[config.mk]
export PLATFORM = sky130hd
export DESIGN_NAME = dual_issue_scheduler
export DESIGN_NICKNAME = d
export VERILOG_FILES = /design/src/rtl/dual_issue_scheduler.sv
export SDC_FILE = /design/constraint.sdc
export NUM_CORES = 1
export LEC_CHECK = 0
export CAP_MARGIN = 20
export CORE_AREA = 2 2 140 142
export CTS_CLUSTER_DIAMETER = 60
export DETAILED_ROUTE_END_ITERATION = 6
export DIE_AREA = 0 0 142 144
export PLACE_DENSITY = 0.87
export SKIP_CTS_REPAIR_TIMING = 1
export SYNTH_ARGS = -nofsm -noshare
export SYNTH_HDL_FRONTEND = slang
export SYNTH_SLANG_ARGS = --single-unit
export TNS_END_PERCENT = 5
[constraint.sdc]
create_clock -name clk -period 14.2 [get_ports clk]
set_input_delay 2.13 -clock clk [delete_from_list [all_inputs] [get_ports clk]]
set_output_delay 2.13 -clock clk [all_outputs]
set_load 0.005 [all_outputs]
[src/rtl/dual_issue_scheduler.sv]
// Dual-issue scheduler: buffers one fetched instruction pair and issues it to two lanes,
// dual-issuing when the pair is hazard-free and splitting it into two in-order issues otherwise.
module dual_issue_scheduler #(
  parameter int REG_W = 5,
  parameter int CNT_W = 16
) (
  input  logic             clk,
  input  logic             reset,
  input  logic             in_valid,
  output logic             in_ready,
  input  logic             in_b_valid,
  input  logic [31:0]      in_a_instr,
  input  logic [31:0]      in_b_instr,
  input  logic [31:0]      in_a_pc,
  input  logic [31:0]      in_b_pc,
  input  logic [REG_W-1:0] in_a_rs,
  input  logic [REG_W-1:0] in_a_rt,
  input  logic [REG_W-1:0] in_a_wreg,
  input  logic [REG_W-1:0] in_b_rs,
  input  logic [REG_W-1:0] in_b_rt,
  input  logic [REG_W-1:0] in_b_wreg,
  input  logic             in_a_regwrite,
  input  logic             in_a_lw,
  input  logic             in_a_sw,
  input  logic             in_b_regwrite,
  input  logic             in_b_lw,
  input  logic             in_b_sw,
  input  logic             stall,
  input  logic             flush,
  output logic             lane0_valid,
  output logic [31:0]      lane0_instr,
  output logic [31:0]      lane0_pc,
  output logic             lane1_valid,
  output logic [31:0]      lane1_instr,
  output logic [31:0]      lane1_pc,
  output logic [CNT_W-1:0] dual_cnt,
  output logic [CNT_W-1:0] split_cnt
);

  typedef enum logic [1:0] {IDLE, FULL, HALF} state_t;

  state_t             state;
  logic [31:0]        a_instr, a_pc, b_instr, b_pc;
  logic [REG_W-1:0]   a_wreg, b_rs, b_rt, b_wreg;
  logic               a_regwrite, a_mem, b_valid, b_regwrite, b_mem;

  logic               conflict, mem_hit, raw_hit, waw_hit, accept, dual_inc;

  // Slot A's source specifiers never matter: A is always the older instruction.
  logic unused_fields;
  assign unused_fields = ^{in_a_rs, in_a_rt};

  always_comb begin
    mem_hit  = a_mem && b_mem;
    raw_hit  = a_regwrite && (a_wreg != '0) && ((a_wreg == b_rs) || (a_wreg == b_rt));
    waw_hit  = a_regwrite && b_regwrite && (a_wreg == b_wreg) && (a_wreg != '0);
    conflict = b_valid && (mem_hit || raw_hit || waw_hit);
  end

  always_comb begin
    lane0_valid = 1'b0;
    lane0_instr = '0;
    lane0_pc    = '0;
    lane1_valid = 1'b0;
    lane1_instr = '0;
    lane1_pc    = '0;
    in_ready    = 1'b0;
    case (state)
      IDLE: in_ready = !flush;
      FULL: begin
        lane0_valid = 1'b1;
        lane0_instr = a_instr;
        lane0_pc    = a_pc;
        if (b_valid && !conflict) begin
          lane1_valid = 1'b1;
          lane1_instr = b_instr;
          lane1_pc    = b_pc;
        end
        in_ready = !stall && !conflict && !flush;
      end
      HALF: begin
        lane0_valid = 1'b1;
        lane0_instr = b_instr;
        lane0_pc    = b_pc;
        in_ready    = !stall && !flush;
      end
      default: in_ready = 1'b0;
    endcase
  end

  assign accept   = in_valid && in_ready;
  assign dual_inc = lane0_valid && lane1_valid && !stall;

  always_ff @(posedge clk or posedge reset) begin
    if (reset) begin
      state      <= IDLE;
      a_instr    <= '0;
      a_pc       <= '0;
      a_wreg     <= '0;
      a_regwrite <= 1'b0;
      a_mem      <= 1'b0;
      b_valid    <= 1'b0;
      b_instr    <= '0;
      b_pc       <= '0;
      b_rs       <= '0;
      b_rt       <= '0;
      b_wreg     <= '0;
      b_regwrite <= 1'b0;
      b_mem      <= 1'b0;
      dual_cnt   <= '0;
      split_cnt  <= '0;
    end else begin
      if (dual_inc && (dual_cnt != '1))
        dual_cnt <= dual_cnt + CNT_W'(1);

      if (flush) begin
        state <= IDLE;
      end else if (accept) begin
        state      <= FULL;
        a_instr    <= in_a_instr;
        a_pc       <= in_a_pc;
        a_wreg     <= in_a_wreg;
        a_regwrite <= in_a_regwrite;
        a_mem      <= in_a_lw || in_a_sw;
        b_valid    <= in_b_valid;
        b_instr    <= in_b_instr;
        b_pc       <= in_b_pc;
        b_rs       <= in_b_rs;
        b_rt       <= in_b_rt;
        b_wreg     <= in_b_wreg;
        b_regwrite <= in_b_regwrite;
        b_mem      <= in_b_lw || in_b_sw;
      end else begin
        case (state)
          FULL: if (!stall) begin
            // On a split, the B buffer itself serves as the leftover register.
            if (conflict) begin
              state <= HALF;
              if (split_cnt != '1)
                split_cnt <= split_cnt + CNT_W'(1);
            end else begin
              state <= IDLE;
            end
          end
          HALF: if (!stall) state <= IDLE;
          default: state <= IDLE;
        endcase
      end
    end
  end

endmodule

======== Word level (Yosys, flattened, before mapping) ========
Cells that the tools add are included.
operators by class
  reductions and logical operators ........ 29
  bitwise operators ....................... 3
  multiplexer cells ....................... 16
  equality and inequality tests ........... 9
  $add $sub $neg .......................... 2
operators with widths
  cell                     number
  $mux W32                 4
  $pmux W32 S2             2
  $add A16 B1 Y16 const B  2
  $ne A16 B16 Y1 const B   2
  $eq A5 B5 Y1             3
  $logic_and A1 B1 Y1      15
  $mux W2                  5
  $ne A4 B4 Y1 const B     2
  $reduce_and A6 Y1        1
  $logic_or A1 B1 Y1       5
  $reduce_bool A5 Y1       1
  $pmux W2 S2              1
  $reduce_and A2 Y1        2
  $logic_not A1 Y1         3
  $mux W1                  3
  $not A1 Y1               3
  $pmux W1 S3              1
  $eq A2 B1 Y1 const B     1
  $eq A2 B2 Y1 const B     1
  $logic_not A2 Y1         1
  $reduce_or A2 Y1         1
word-level totals
  logic and storage cells ................. 75
  output and inout bits ................... 163
  bits of input ports ..................... 170
  register bits ........................... 187

======== Depth between registers and ports, before layout ========
  depth after elaboration ................. 13
  mapped depth ............................ 9
  mapped depth without buffers ............ 8

======== Worst setup path before layout ========
OpenSTA, ideal clock, no wires.
  kind .................................... input to output
  start point ............................. input stall
  end point ............................... output in_ready
  stages .................................. 3
  buffers on the path ..................... 0
  arrival ................................. 2.625 ns
  setup slack ............................. 9.445 ns
  path through ............................ nor2b_1 a21boi_0 o21a_1
on the way
  cells in the longest elaborated chain, start to end .. 4
  elaborated cells on any way between the ends .. 5
  those cells by class .................... mux: 1; reduce/logical: 4
RTL lines
  item                              RTL line  text
  start: declaration                28        input logic stall,
  $logic_not A1 Y1 *                n/a
  $logic_and A1 B1 Y1 (2 in a row)  79        in_ready = !stall && !conflict && !flush;
  $pmux W1 S3 *                     68        case (state)
  end: declaration                  10        output logic in_ready,
Every way passes the cells marked *; elsewhere a longest branch is shown, timed or not.

======== Worst setup path after layout ========
  start point ............................. register state[1]
  end point ............................... output lane1_instr[30]
on the way
  cells in the longest elaborated chain, start to end .. 2
RTL lines
  item                      RTL line  text
  start: declaration        42        state_t state;
  start signal: assignment  96        state <= IDLE;
  start signal: assignment  117       state <= IDLE;
  start signal: assignment  119       state <= FULL;
  $eq A2 B1 Y1              68
  $mux W32                  68
  end: declaration          34        output logic [31:0] lane1_instr,
No other way between the ends.

==> run metrics <==
setup_tns=0 ps; drt pass-1 iters=5; Synth top area share=51.39%; post-synthesis register bit count=187; first-pass GRT wire length=38,470 um; Post-Syn Nets=919; final wirelength=24,730 um; clock sinks=187; die extent in x=142 um; Post-Synthesis Cell Area=9105 um^2; Area contributors post-synth=dfrtp_1, mux2_2, mux2_1; area grow syn2layout=42.76%; post-synthesis mux area share=19.14%; met2 wire length=12,420 um; final non-filler cell total=1,291; Pleak=5.100 nW; post-synthesis adder-cell area fraction=0.8245%; worst skew pair latency=420 ps; CTS tree=built; worst-path maximum fanout=68; Top FF cell, synth=dfrtp_1; DR iter-0 viols=336; DPL Wire Length=17,060 um; mean routed wirelength per cell=19.15 um; Placeable Area=19,080 um^2; skew final=9.925 ps; Relative slew margins=34.08%; Post-Synth XOR/XNOR Area=4.329%; Final setup viols=0; Routed Antenna Nets=0; kind of critical path=flip-flop to output pin; Worst VDD drop=0.08032 mV; die height=144 um; crit path DAT=4100 ps; Ports=333; nets=1,218; via count=6,935; worst slack, placed=8327 ps; All-Layer GR Usage=24.13%; main combinational cell family by area after synthesis=multiplexers; Final Max Tran Viols=0; CTS clk-pin slew, worst paths=70 ps; clock root cell=clkbuf_16; routed wire length on met3=1658 um; RSZ-0062 raised after global routing=no; multi-input gate area in the final layout=4113 um^2; largest net degree at the start of global routing=75; fin crit period=6231 ps; # DRC=0; outcome=complete, no violations; number of global-route vias before repair=7,147; Tightest Pin Transition=988.9 ps; Syn Inst Count=743; design area=13,000 um^2; initial core utilization=47.72%; smallest hold slack=488.8 ps; CP Capture Type=output pin; H-tree levels=4; sequential cell area fraction in the yosys report=51.39%; Max Root-Sink Buffers=2; synth cell count leaders=dfrtp_1, mux2_2, and2_1, nor2b_1, a22oi_1; n_diodes=0; gpl congestion=0.8546; highest metal used=met4; Critical Path RT=12,070 ps; # fillers=1,438; Netlist cell types=41; max-cap viol count=0; Rows=51; final hold violation count=0; TritonCTS buffer count=17; number of flops mapped to enable cells by yosys=0; count leader, synth=dfrtp_1; Reg area=4679 um^2; worst hold path type=flip-flop to flip-flop; Post-synth ARST share=100.0%; f_max=0.1605 GHz; syn_area_per_cell=12.25 um^2; pwr dens=117.0 nW/um^2; die footprint=20,450 um^2; Post-Synth Simple-Gate Area=13.63%; Synth warnings=0; share of cells above drive strength 1=13.11%; Via-to-Cell Ratio=5.372; Placed Area=12,420 um^2; grt ovf=0; Yosys top cell by area=dfrtp_1; met1 wire length=9862 um; input/output buffers=322; CP startpoint kind=flip-flop; setup ws final=7969 ps; Compound-Gate Fraction of Synth Area=6.871%; Post-Place Cells=1,261; initial antenna violation count=0; final worst-path cycle share=43.88%
## power by group
group	switching (mW)	internal (mW)
Sequential	0.0783	0.643
Combinational	0.129	0.198
Clock	0.204	0.268
Total	0.411	1.11
## cells in the final DEF (no fill, tap or decap), types with 3 or more instances in the layout
master / n
clkdlybuf4s50_1: 322
dfrtp_1: 187
mux2_2: 93
and2_1: 67
nor2b_1: 66
a22oi_1: 64
mux2_1: 60
xnor2_1: 31
and3_1: 17
clkbuf_16: 17
nand3_1: 16
xor2_1: 14
nand4_1: 14
inv_1: 9
buf_4: 9
nor2_1: 8
nand2_1: 8
clkinvlp_4: 5
a21oi_1: 3
nor3_1: 3
o21a_1: 3
ha_1: 3
ha_2: 3
## state kept, by name, summed over array words and instances (netlist names)
register    cells
a_mem           1
state           2
b_rt            5
b_regwrite      1
b_instr        32
b_wreg          5
a_instr        32
b_pc           32
a_regwrite      1
a_pc           32
b_rs            5
b_mem           1
a_wreg          5
dual_cnt       16
split_cnt      16
b_valid         1
## stage by stage
step	total power, mW	util [%]
final	1.520	68.13
after global routing	1.597	68.13
after CTS	1.533	68.13
after detailed placement	1.059	65.11
after global placement	1.042	65.11
after floorplan	0.9062	-
## worst paths after layout
path                                    from              end  slack, ps  cells past startpoint
worst max register to register      state[0]        a_wreg[1]      10200                      8
worst min register to register  dual_cnt[10]     dual_cnt[10]        490                      1
min in group asynchronous              reset         a_pc[20]       2080                      2
worst min-delay path            dual_cnt[10]     dual_cnt[10]        490                      1
max in group asynchronous              reset     split_cnt[3]      10780                      3
worst max-delay path                state[1]  lane1_instr[30]       7970                      8
## per-layer routing
| metal | track usage, % | vias to the layer above |
|---|---|---|
| li1 | - | 3206 |
| met1 | 29.55 | 3439 |
| met2 | 41.14 | 239 |
| met3 | 6.225 | 51 |
| met4 | 9.316 | 0 |
| met5 | 0 | - |
## critical path: stages, from the launching register on
cell,delay [ps]
dfrtp_1,420
inv_1,100
ha_2,170
buf_4,670
nand3b_1,270
o2bb2ai_4,690
buf_4,530
and2_1,240
clkdlybuf4s50_1,520
## logic make-up after synthesis
group / Yosys count
simple gates: 207
xor+xnor: 45
flops: 187
mux: 155
buf+inv: 61
compound gates: 82
fa+ha+maj: 6
## cell type report
type / instances / area share [%]
well taps: 238 / 2.291
multi-input cells: 495 / 31.64
repair buffers: 331 / 25.32
clock inverters: 9 / 0.8856
inverters: 10 / 0.3273
flip-flops and latches: 187 / 36.00
clock buffers: 21 / 3.542
No activity file was read; power rests on OpenSTA's default activity.
